## config.mk

```make
export PLATFORM = sky130hd
export DESIGN_NAME = vec_alu_sequencer
export DESIGN_NICKNAME = d
export VERILOG_FILES = /design/src/rtl/vec_alu_seq_pkg.sv /design/src/rtl/vec_alu_sequencer.sv
export SDC_FILE = /design/constraint.sdc
export NUM_CORES = 1
export LEC_CHECK = 0
export ABC_AREA = 1
export BUFFER_PORTS_ARGS = -buffer_cell sky130_fd_sc_hd__buf_4
export CAP_MARGIN = 20
export CORE_MARGIN = 5
export CORE_UTILIZATION = 42
export DETAILED_ROUTE_END_ITERATION = 8
export MAX_ROUTING_LAYER = met4
export PLACE_DENSITY = 0.76
export REMOVE_ABC_BUFFERS = 1
export SETUP_SLACK_MARGIN = 0.5
export SLEW_MARGIN = 20
export SYNTH_ARGS = -nofsm -noshare
export SYNTH_HDL_FRONTEND = slang
export SYNTH_SLANG_ARGS = --single-unit
export TNS_END_PERCENT = 50
```

## constraint.sdc

```tcl
create_clock -name clk -period 3.3 [get_ports clk]
set_input_delay 0.66 -clock clk [delete_from_list [all_inputs] [get_ports clk]]
set_output_delay 0.66 -clock clk [all_outputs]
set_load 0.02 [all_outputs]
```

## src/rtl/vec_alu_seq_pkg.sv

```systemverilog
// Shared definitions for the vector ALU sequencer: ALU op codes, FSM states
// and op classification helpers.
package vec_alu_seq_pkg;

    localparam int unsigned OP_W = 4;

    localparam logic [OP_W-1:0] OP_ADD   = 4'b0000;
    localparam logic [OP_W-1:0] OP_SUB   = 4'b0001;
    localparam logic [OP_W-1:0] OP_AND   = 4'b0010;
    localparam logic [OP_W-1:0] OP_OR    = 4'b0011;
    localparam logic [OP_W-1:0] OP_LSL   = 4'b0100;
    localparam logic [OP_W-1:0] OP_CMP   = 4'b0101;
    localparam logic [OP_W-1:0] OP_STALL = 4'b1100;

    typedef enum logic [2:0] {
        S_IDLE  = 3'd0,
        S_READ  = 3'd1,
        S_EXEC  = 3'd2,
        S_WRITE = 3'd3,
        S_DONE  = 3'd4
    } seq_state_t;

    // Ops ADD..CMP are the only ones the sequencer will run.
    function automatic logic is_legal_op(input logic [OP_W-1:0] op);
        return (op <= OP_CMP);
    endfunction

    // CMP only updates flags; every other legal op stores its result.
    function automatic logic op_writes_back(input logic [OP_W-1:0] op);
        return (op <= OP_LSL);
    endfunction

endpackage

```

## src/rtl/vec_alu_sequencer.sv

```systemverilog
// Walks a vector of operand pairs through the scalar ALU: read A/B, execute,
// write back (skipped for CMP), then report completion and aggregate flags.
module vec_alu_sequencer
    import vec_alu_seq_pkg::*;
#(
    parameter int unsigned DATA_W = 16,
    parameter int unsigned ADDR_W = 8,
    parameter int unsigned LEN_W  = 5
) (
    input  logic              clk,
    input  logic              rst,
    input  logic              cmd_valid,
    output logic              cmd_ready,
    input  logic [3:0]        cmd_op,
    input  logic [ADDR_W-1:0] cmd_src_a,
    input  logic [ADDR_W-1:0] cmd_src_b,
    input  logic [ADDR_W-1:0] cmd_dst,
    input  logic [LEN_W-1:0]  cmd_len,
    output logic              mem_rd_en,
    output logic [ADDR_W-1:0] mem_rd_addr_a,
    output logic [ADDR_W-1:0] mem_rd_addr_b,
    input  logic [DATA_W-1:0] mem_rd_data_a,
    input  logic [DATA_W-1:0] mem_rd_data_b,
    output logic [DATA_W-1:0] alu_a,
    output logic [DATA_W-1:0] alu_b,
    output logic [3:0]        alu_sel,
    input  logic [DATA_W-1:0] alu_out,
    input  logic              alu_zero,
    input  logic              alu_negative,
    output logic              mem_wr_en,
    output logic [ADDR_W-1:0] mem_wr_addr,
    output logic [DATA_W-1:0] mem_wr_data,
    output logic              busy,
    output logic              done,
    output logic              err,
    output logic              all_zero,
    output logic              any_neg
);

    seq_state_t          r_state, w_state_nxt;

    logic [OP_W-1:0]     r_op,     w_op_nxt;
    logic [ADDR_W-1:0]   r_src_a,  w_src_a_nxt;
    logic [ADDR_W-1:0]   r_src_b,  w_src_b_nxt;
    logic [ADDR_W-1:0]   r_dst,    w_dst_nxt;
    logic [LEN_W-1:0]    r_len,    w_len_nxt;
    logic [LEN_W-1:0]    r_i,      w_i_nxt;
    logic [DATA_W-1:0]   r_result, w_result_nxt;

    logic                w_accept;
    logic                w_last;

    logic                r_cmd_ready;
    logic                r_busy;
    logic                r_done;
    logic                r_mem_rd_en;
    logic [ADDR_W-1:0]   r_mem_rd_addr_a;
    logic [ADDR_W-1:0]   r_mem_rd_addr_b;
    logic                r_mem_wr_en;
    logic [ADDR_W-1:0]   r_mem_wr_addr;
    logic [DATA_W-1:0]   r_mem_wr_data;
    logic [3:0]          r_alu_sel;
    logic                r_err;
    logic                r_all_zero;
    logic                r_any_neg;

    logic [DATA_W-1:0]   w_alu_a;
    logic [DATA_W-1:0]   w_alu_b;

    assign w_accept = cmd_valid && (r_state == S_IDLE);
    assign w_last   = (r_i == LEN_W'(r_len - LEN_W'(1)));

    // Read data only arrives in EXEC, so the operand path is a gated pass-through.
    assign w_alu_a = (r_state == S_EXEC) ? mem_rd_data_a : '0;
    assign w_alu_b = (r_state == S_EXEC) ? mem_rd_data_b : '0;

    // State register.
    always_ff @(posedge clk) begin
        if (rst) begin
            r_state <= S_IDLE;
        end else begin
            r_state <= w_state_nxt;
        end
    end

    // Next-state, command latch, element index and result capture.
    always_comb begin
        w_state_nxt  = r_state;
        w_op_nxt     = r_op;
        w_src_a_nxt  = r_src_a;
        w_src_b_nxt  = r_src_b;
        w_dst_nxt    = r_dst;
        w_len_nxt    = r_len;
        w_i_nxt      = r_i;
        w_result_nxt = r_result;

        case (r_state)
            S_IDLE: begin
                if (w_accept) begin
                    w_op_nxt    = cmd_op;
                    w_src_a_nxt = cmd_src_a;
                    w_src_b_nxt = cmd_src_b;
                    w_dst_nxt   = cmd_dst;
                    w_len_nxt   = cmd_len;
                    w_i_nxt     = '0;
                    if (is_legal_op(cmd_op) && (cmd_len != '0)) begin
                        w_state_nxt = S_READ;
                    end else begin
                        w_state_nxt = S_DONE;
                    end
                end
            end
            S_READ: begin
                w_state_nxt = S_EXEC;
            end
            S_EXEC: begin
                w_result_nxt = alu_out;
                if (op_writes_back(r_op)) begin
                    w_state_nxt = S_WRITE;
                end else if (w_last) begin
                    w_state_nxt = S_DONE;
                end else begin
                    w_i_nxt     = LEN_W'(r_i + LEN_W'(1));
                    w_state_nxt = S_READ;
                end
            end
            S_WRITE: begin
                if (w_last) begin
                    w_state_nxt = S_DONE;
                end else begin
                    w_i_nxt     = LEN_W'(r_i + LEN_W'(1));
                    w_state_nxt = S_READ;
                end
            end
            S_DONE: begin
                w_state_nxt = S_IDLE;
            end
            default: begin
                w_state_nxt = S_IDLE;
            end
        endcase
    end

    // Command context, element index and captured result.
    always_ff @(posedge clk) begin
        if (rst) begin
            r_op     <= OP_STALL;
            r_src_a  <= '0;
            r_src_b  <= '0;
            r_dst    <= '0;
            r_len    <= '0;
            r_i      <= '0;
            r_result <= '0;
        end else begin
            r_op     <= w_op_nxt;
            r_src_a  <= w_src_a_nxt;
            r_src_b  <= w_src_b_nxt;
            r_dst    <= w_dst_nxt;
            r_len    <= w_len_nxt;
            r_i      <= w_i_nxt;
            r_result <= w_result_nxt;
        end
    end

    // Strobes, addresses and status decoded from the upcoming state and registered.
    always_ff @(posedge clk) begin
        if (rst) begin
            r_cmd_ready     <= 1'b1;
            r_busy          <= 1'b0;
            r_done          <= 1'b0;
            r_mem_rd_en     <= 1'b0;
            r_mem_rd_addr_a <= '0;
            r_mem_rd_addr_b <= '0;
            r_mem_wr_en     <= 1'b0;
            r_mem_wr_addr   <= '0;
            r_mem_wr_data   <= '0;
            r_alu_sel       <= OP_STALL;
        end else begin
            r_cmd_ready <= (w_state_nxt == S_IDLE);
            r_busy      <= (w_state_nxt == S_READ) || (w_state_nxt == S_EXEC) ||
                           (w_state_nxt == S_WRITE);
            r_done      <= (w_state_nxt == S_DONE);
            r_mem_rd_en <= (w_state_nxt == S_READ);
            r_mem_wr_en <= (w_state_nxt == S_WRITE);
            r_alu_sel   <= (w_state_nxt == S_EXEC) ? w_op_nxt : OP_STALL;

            if (w_state_nxt == S_READ) begin
                r_mem_rd_addr_a <= ADDR_W'(w_src_a_nxt + ADDR_W'(w_i_nxt));
                r_mem_rd_addr_b <= ADDR_W'(w_src_b_nxt + ADDR_W'(w_i_nxt));
            end else begin
                r_mem_rd_addr_a <= '0;
                r_mem_rd_addr_b <= '0;
            end

            if (w_state_nxt == S_WRITE) begin
                r_mem_wr_addr <= ADDR_W'(w_dst_nxt + ADDR_W'(w_i_nxt));
                r_mem_wr_data <= w_result_nxt;
            end else begin
                r_mem_wr_addr <= '0;
                r_mem_wr_data <= '0;
            end
        end
    end

    // Aggregate flags: re-armed on acceptance, accumulated per executed element.
    always_ff @(posedge clk) begin
        if (rst) begin
            r_err      <= 1'b0;
            r_all_zero <= 1'b0;
            r_any_neg  <= 1'b0;
        end else if (w_accept) begin
            r_err      <= !is_legal_op(cmd_op);
            r_all_zero <= 1'b1;
            r_any_neg  <= 1'b0;
        end else if (r_state == S_EXEC) begin
            r_all_zero <= r_all_zero & alu_zero;
            r_any_neg  <= r_any_neg | alu_negative;
        end
    end

    assign cmd_ready     = r_cmd_ready;
    assign busy          = r_busy;
    assign done          = r_done;
    assign err           = r_err;
    assign all_zero      = r_all_zero;
    assign any_neg       = r_any_neg;
    assign mem_rd_en     = r_mem_rd_en;
    assign mem_rd_addr_a = r_mem_rd_addr_a;
    assign mem_rd_addr_b = r_mem_rd_addr_b;
    assign mem_wr_en     = r_mem_wr_en;
    assign mem_wr_addr   = r_mem_wr_addr;
    assign mem_wr_data   = r_mem_wr_data;
    assign alu_sel       = r_alu_sel;
    assign alu_a         = w_alu_a;
    assign alu_b         = w_alu_b;

endmodule

```

# Yosys cells after proc, flatten, opt, wreduce, memory -nomap -nowiden

Cells that the tools add are included.

Register bits: 109
Latch bits: 0
RAM bits: 0
ROM bits: 0
Input port bits: 86
Output and inout port bits: 84
Logic and storage cells: 77
Memories kept: 0

Add/sub/neg operators: 5
Multipliers: 0
Divide/modulo/power cells: 0
Magnitude comparators: 2
Equality and inequality tests: 8
Shift operators: 0
Muxes and demuxes: 22
Bitwise logic cells: 5
Reduce and logical (&&, ||, !) cells: 14

Operator list:

| kind                                                                             | count |
|---|---|
| 16-bit 2-to-1 mux                                                                | 3 |
| 8-bit 2-to-1 mux                                                                 | 6 |
| 8-bit by 5-bit adder with 8-bit output                                           | 3 |
| 5-bit 2-to-1 mux                                                                 | 3 |
| 5-bit one-hot mux with 3 select lines                                            | 1 |
| 3-bit by 2-bit == test with 1-bit output, second input constant                  | 4 |
| 3-bit 2-to-1 mux                                                                 | 4 |
| 3-bit one-hot mux with 4 select lines                                            | 1 |
| 4-bit by 3-bit less-or-equal comparator with 1-bit output, second input constant | 2 |
| 4-bit 2-to-1 mux                                                                 | 2 |
| 2-bit OR reduction                                                               | 4 |
| 3-bit by 1-bit == test with 1-bit output, second input constant                  | 2 |
| 3-bit zero test                                                                  | 2 |
| 5-bit by 1-bit adder with 5-bit output, second input constant                    | 1 |
| 5-bit == test                                                                    | 1 |
| 5-bit nonzero test                                                               | 1 |
| 5-bit by 1-bit subtractor with 5-bit output, second input constant               | 1 |
| 3-bit == test, second input constant                                             | 1 |
| 1-bit NOT                                                                        | 3 |
| 1-bit logical AND                                                                | 2 |
| 1-bit logical OR                                                                 | 2 |
| 1-bit 2-to-1 mux                                                                 | 2 |
| 2-bit AND reduction                                                              | 1 |
| 2-bit nonzero test                                                               | 1 |
| other kinds (3)                                                                  | 3 |

# Longest topological paths before layout

Depth after elaboration: 8
Depth in mapped cells: 24
Depth with buffers taken out: 24

# Worst setup path after synthesis

Ideal clock, no wire load.

Path kind: register -> register
Start point: register r_len[0]
End point: register r_mem_rd_addr_a[6] (netlist: mem_rd_addr_a[6])
Setup time: 0.113 ns
Arrival: 2.434 ns
Required time: 3.187 ns
Slack: 0.754 ns
Cell stages (with the launch flop): 23
Buffers on the path: 0
Clock period less this slack: 2.546 ns
Cell sequence: dfxtp_1 inv_1 ha_1 inv_1 nand2_1 nand2_1 nand2_1 nor2_2 nand3_4 nand2_4 inv_2 nand2_1 nor3_1 nand3b_1 nand2_1 ha_1 inv_1 nor2_1 nand3_1 nor2_1 nor2_1 nor2_1 nor2_1

Elaborated cells between the ends (all ways): 12
Classes of those cells: add/sub: 2; eq/ne: 2; mux: 6; bitwise: 1; reduce/logical: 1

RTL lines:

| element                                         | line                                               | text |
|---|---|---|
| from (decl)                                     | vec_alu_sequencer.sv:46                            | `logic [LEN_W-1:0] r_len, w_len_nxt;` |
| from (signal assigned)                          | vec_alu_sequencer.sv:159                           | `r_len <= w_len_nxt;` |
| 5-bit by 1-bit subtractor with 5-bit output (*) | vec_alu_sequencer.sv:71                            | `assign w_last = (r_i == LEN_W'(r_len - LEN_W'(1)));` |
| 5-bit == test (*)                               | vec_alu_sequencer.sv:71                            |  |
| 5-bit 2-to-1 mux (*)                            | vec_alu_sequencer.sv:120, vec_alu_sequencer.sv:128 |  |
| 5-bit 2-to-1 mux                                | vec_alu_sequencer.sv:118                           | `if (op_writes_back(r_op)) begin` |
| 5-bit one-hot mux with 3 select lines (*)       | vec_alu_sequencer.sv:97                            | `case (r_state)` |
| net w_i_nxt[4]                                  | vec_alu_sequencer.sv:47                            | `logic [LEN_W-1:0] r_i, w_i_nxt;` |
| 8-bit by 5-bit adder with 8-bit output (*)      | vec_alu_sequencer.sv:188                           | `r_mem_rd_addr_a <= ADDR_W'(w_src_a_nxt + ADDR_W'(w_i_nxt));` |
| to (signal assigned)                            | vec_alu_sequencer.sv:188                           |  |
| to (decl)                                       | vec_alu_sequencer.sv:57                            | `logic [ADDR_W-1:0] r_mem_rd_addr_a;` |

Mark *: on every way through the listed nets, which the timed path passes. The rest lies on a longest branch.
A chain may end at the register's enable or synchronous reset.

# Final worst setup path

Ends and elaborated chain as after synthesis.

==> insert_results.sql <==
INSERT INTO impl_metrics (metric_group, metric, value, unit) VALUES
('status', 'status', 'completed', ''),
('drt', 'drt_first_pass_iters', '7', ''),
('critical_path', 'timing.critical_path.slowest_cell_delay', '0.33', 'ns'),
('synth', 'synth_compound_area_frac', '0.0734', ''),
('flow_run', 'cap_viol_max_count', '0', ''),
('sta', 'timing.final.crit_period', '2.62', 'ns'),
('sta', 'hold_viol_final', '0', ''),
('synth', 'synth_simple_gate_area_share', '0.306', ''),
('worst_hold_path', 'hold_path.class', 'reg2reg', ''),
('critical_path', 'timing.critical_path.slowest_stage_cell', 'sky130_fd_sc_hd__dfxtp_2', ''),
('power', 'cellLeakagePower', '3.55', 'nW'),
('placement', 'place_congestion', '0.855', ''),
('grt', 'grt_first_pass_wirelength', '21000', 'µm'),
('grt', 'first_global_vias', '4456', ''),
('critical_path', 'critical_path_cell_by_cell', 'inv_2 -> ha_4 -> nand2_1 -> o21ai_1 -> nand2_1 -> nand3_4 -> nand2_4 -> inv_4 -> nand2_2 -> nor3_2 -> nand3b_1 -> nand2_4 -> ha_4 -> inv_2 -> nor2_2 -> nand3_1 -> nor2_1 -> nor2_1 -> nor2_1 -> nor2_1', ''),
('final_layout', 'num_antenna_cells', '0', ''),
('critical_path', 'crit_arrival', '2.86', 'ns'),
('drt', 'drc', '0', ''),
('final_layout', 'fin_cells', '1011', ''),
('critical_path', 'most_numerous_cell_on_the_critical_path', 'sky130_fd_sc_hd__nor2_1', ''),
('power', 'vdd_drop_max', '0.000222', 'V'),
('sta', 'achievable-frequency', '382', 'MHz'),
('floorplanning', 'placement_rows', '40', ''),
('synth', 'synth_top_family_by_area', 'simple AND/OR/NAND/NOR gates', ''),
('critical_path', 'setup.worst_path.end_class', 'flop', ''),
('critical_path', 'data_required_critical_path', '3.55', 'ns'),
('grt', 'grt_max_degree', '44', ''),
('sta', 'grt_setup_unrepaired', 'false', ''),
('synth', 'yosys_register_bits', '109', ''),
('sta', 'final_max_slew_violation_count', '0', ''),
('final_layout', 'area.growth.synth_to_final', '37.4', '%'),
('synth', 'yosys.area_share.xor_xnor', '0', ''),
('clock_network', 'cts_htree_levels', '3', ''),
('grt', 'globalRoute.totalOverflow', '0', ''),
('synth', 'synth.distinct_cells', '36', ''),
('power', 'powerDensity', '450', 'nW/µm²'),
('clock_network', 'cts.hold.buffers_added', '0', ''),
('critical_path', 'reg2reg_setup_slack', '0.68', 'ns'),
('clock_network', 'clock_sink_count', '109', ''),
('final_layout', 'final_area', '6960', 'µm²'),
('floorplanning', 'core_area', '11900', 'µm²'),
('final_layout', 'design.final.nets', '959', ''),
('synth', 'netlist_instances', '689', ''),
('critical_path', 'critPathBufInv', '3', ''),
('power', 'power_frac_comb', '0.174', ''),
('sta', 'timing.final.crit_share', '0.793', ''),
('floorplanning', 'die_h', '120', 'µm'),
('clock_network', 'ctsLongestPathBuffers', '2', ''),
('power', 'switching_share', '0.261', ''),
('power', 'p_int', '2.31', 'mW'),
('drt', 'via_count', '4721', ''),
('grt', 'grt_usage', '0.186', ''),
('placement', 'portBuffers', '169', ''),
('sta', 'fin_skew', '0.00946', 'ns'),
('synth', 'yosys-mux-area-fraction', '0.0494', ''),
('drt', 'postRouteWirelength', '13000', 'µm'),
('synth', 'synth_warn', '0', ''),
('drt', 'via_per_inst', '4.67', ''),
('critical_path', 'criticalPathCategory', 'reg2reg', ''),
('grt', 'grt_antenna_before_repair', '0', ''),
('floorplanning', 'chipWidth', '120', 'µm'),
('synth', 'netlist_area', '5060', 'µm²'),
('critical_path', 'critical_path.top_delay_family', 'simple AND/OR/NAND/NOR gates', ''),
('sta', 'fin_ws', '0.682', 'ns'),
('power', 'power.share.clock', '0.382', ''),
('sta', 'worst_slew_pin_slew', '0.918', 'ns'),
('synth', 'mean_instance_size_in_the_synthesized_netlist', '7.35', 'µm²'),
('placement', 'place_area', '6470', 'µm²'),
('synth', 'share_of_synthesized_area_occupied_by_flip_flops_and_latches', '0.431', ''),
('final_layout', 'layout-drive-gt1-share', '0.326', ''),
('clock_network', 'clkSlewWorstSetupHoldPaths', '0.07', 'ns');
==> logic make-up after synthesis <==
logic type,after synthesis
buffers and inverters,139
AO/OA/AOI/OAI,67
multiplexers,25
adder cells (fa/ha/maj),14
AND/OR/NAND/NOR,335
flip-flops,109
==> state kept, by name, summed over array words and instances (netlist names), 4 cells and up <==
register	flops
mem_wr_data	16
r_result	16
mem_rd_addr_a	8
mem_rd_addr_b	8
mem_wr_addr	8
r_dst	8
r_src_a	8
r_src_b	8
r_i	5
r_len	5
alu_sel	4
r_op	4
==> Yosys cell counts <==
library cell	instances	area [µm²]
sky130_fd_sc_hd__nand2_4	7	78.8
sky130_fd_sc_hd__nor2_2	5	31.3
sky130_fd_sc_hd__a21o_1	1	7.51
sky130_fd_sc_hd__clkbuf_1	9	33.8
sky130_fd_sc_hd__nand3b_1	1	7.51
sky130_fd_sc_hd__or2_2	10	62.6
sky130_fd_sc_hd__dfxtp_1	109	2180
sky130_fd_sc_hd__o21ai_1	12	60.1
sky130_fd_sc_hd__or2_0	2	12.5
sky130_fd_sc_hd__nand3_2	4	40.0
sky130_fd_sc_hd__clkinv_1	2	7.51
sky130_fd_sc_hd__inv_2	20	75.1
sky130_fd_sc_hd__o211ai_1	1	7.51
sky130_fd_sc_hd__inv_1	98	368
sky130_fd_sc_hd__buf_4	1	7.51
sky130_fd_sc_hd__nand3_4	2	35.0
sky130_fd_sc_hd__nor3_1	7	35.0
sky130_fd_sc_hd__inv_4	1	6.26
sky130_fd_sc_hd__buf_6	1	11.3
sky130_fd_sc_hd__mux2i_1	25	250
sky130_fd_sc_hd__nor2_1	145	544
sky130_fd_sc_hd__a21oi_1	26	130
sky130_fd_sc_hd__nand4_1	7	43.8
sky130_fd_sc_hd__nand3_1	30	150
sky130_fd_sc_hd__or2_1	7	43.8
sky130_fd_sc_hd__o21a_1	3	22.5
sky130_fd_sc_hd__buf_2	2	10.0
sky130_fd_sc_hd__o21ai_2	2	17.5
sky130_fd_sc_hd__o21ai_0	21	105
sky130_fd_sc_hd__nand2_2	13	81.3
sky130_fd_sc_hd__buf_1	5	18.8
sky130_fd_sc_hd__nand2_1	93	349
sky130_fd_sc_hd__ha_1	14	175
sky130_fd_sc_hd__a31oi_4	1	21.3
sky130_fd_sc_hd__nor2_4	1	11.3
sky130_fd_sc_hd__nand4_4	1	21.3
==> layer usage <==
metal / routed length [µm] / global-route usage
met1: 5910 / 0.231
met2: 6340 / 0.304
met3: 451 / 0.0264
met4: 318 / 0.0823
met5: 0 / -
==> worst paths after layout <==
check / start / to / cells past startpoint
max: r_len[0]$_SDFFE_PP0P_ / mem_rd_addr_a[6]$_SDFF_PP0_ / 20
min reg2reg: r_len[4]$_SDFFE_PP0P_ / r_len[4]$_SDFFE_PP0P_ / 2
max reg2reg: r_len[0]$_SDFFE_PP0P_ / mem_rd_addr_a[6]$_SDFF_PP0_ / 20
min: r_len[4]$_SDFFE_PP0P_ / r_len[4]$_SDFFE_PP0P_ / 2
==> repair_timing <==
item,CTS,global route
resized for setup,5,25
buffers inserted,0,4
pin swaps,0,13
endpoints found under the setup margin,4,17
endpoints found under the hold margin,0,0
==> worst min-delay path, delay by kind of cell, from the launching register on <==
family / cells / cell delay, ns
buffers and inverters: 1 / 0.06
DFF: 1 / 0.32
AOI/OAI and AO/OA: 1 / 0.06
==> cell type report <==
type | count | area (µm²)
inverter | 121 | 459
sequential | 109 | 2180
fill | 1091 | 4950
multi-input combinational | 441 | 2470
tap | 147 | 184
timing repair buffer | 177 | 1330
clock inverter | 5 | 82.6
clock buffer | 11 | 253
==> stage by stage <==
step / utilization / hold slack (ns)
2_1_floorplan: - / 0.445
3_3_place_gp: 0.543 / 0.464
3_5_place_dp: 0.543 / 0.471
4_1_cts: 0.573 / 0.482
5_1_grt: 0.584 / 0.517
6_report: 0.584 / 0.478
==> power by group through the flow <==
stage | logic, mW | registers [mW] | clock network (mW)
after global placement | 0.506 | 1.42 | 0
after global routing | 0.614 | 1.40 | 1.26
final | 0.545 | 1.39 | 1.20
after CTS | 0.517 | 1.39 | 1.22
after floorplan | 0.303 | 1.43 | 0
after detailed placement | 0.509 | 1.42 | 0
(Power assumes the default switching activity.)
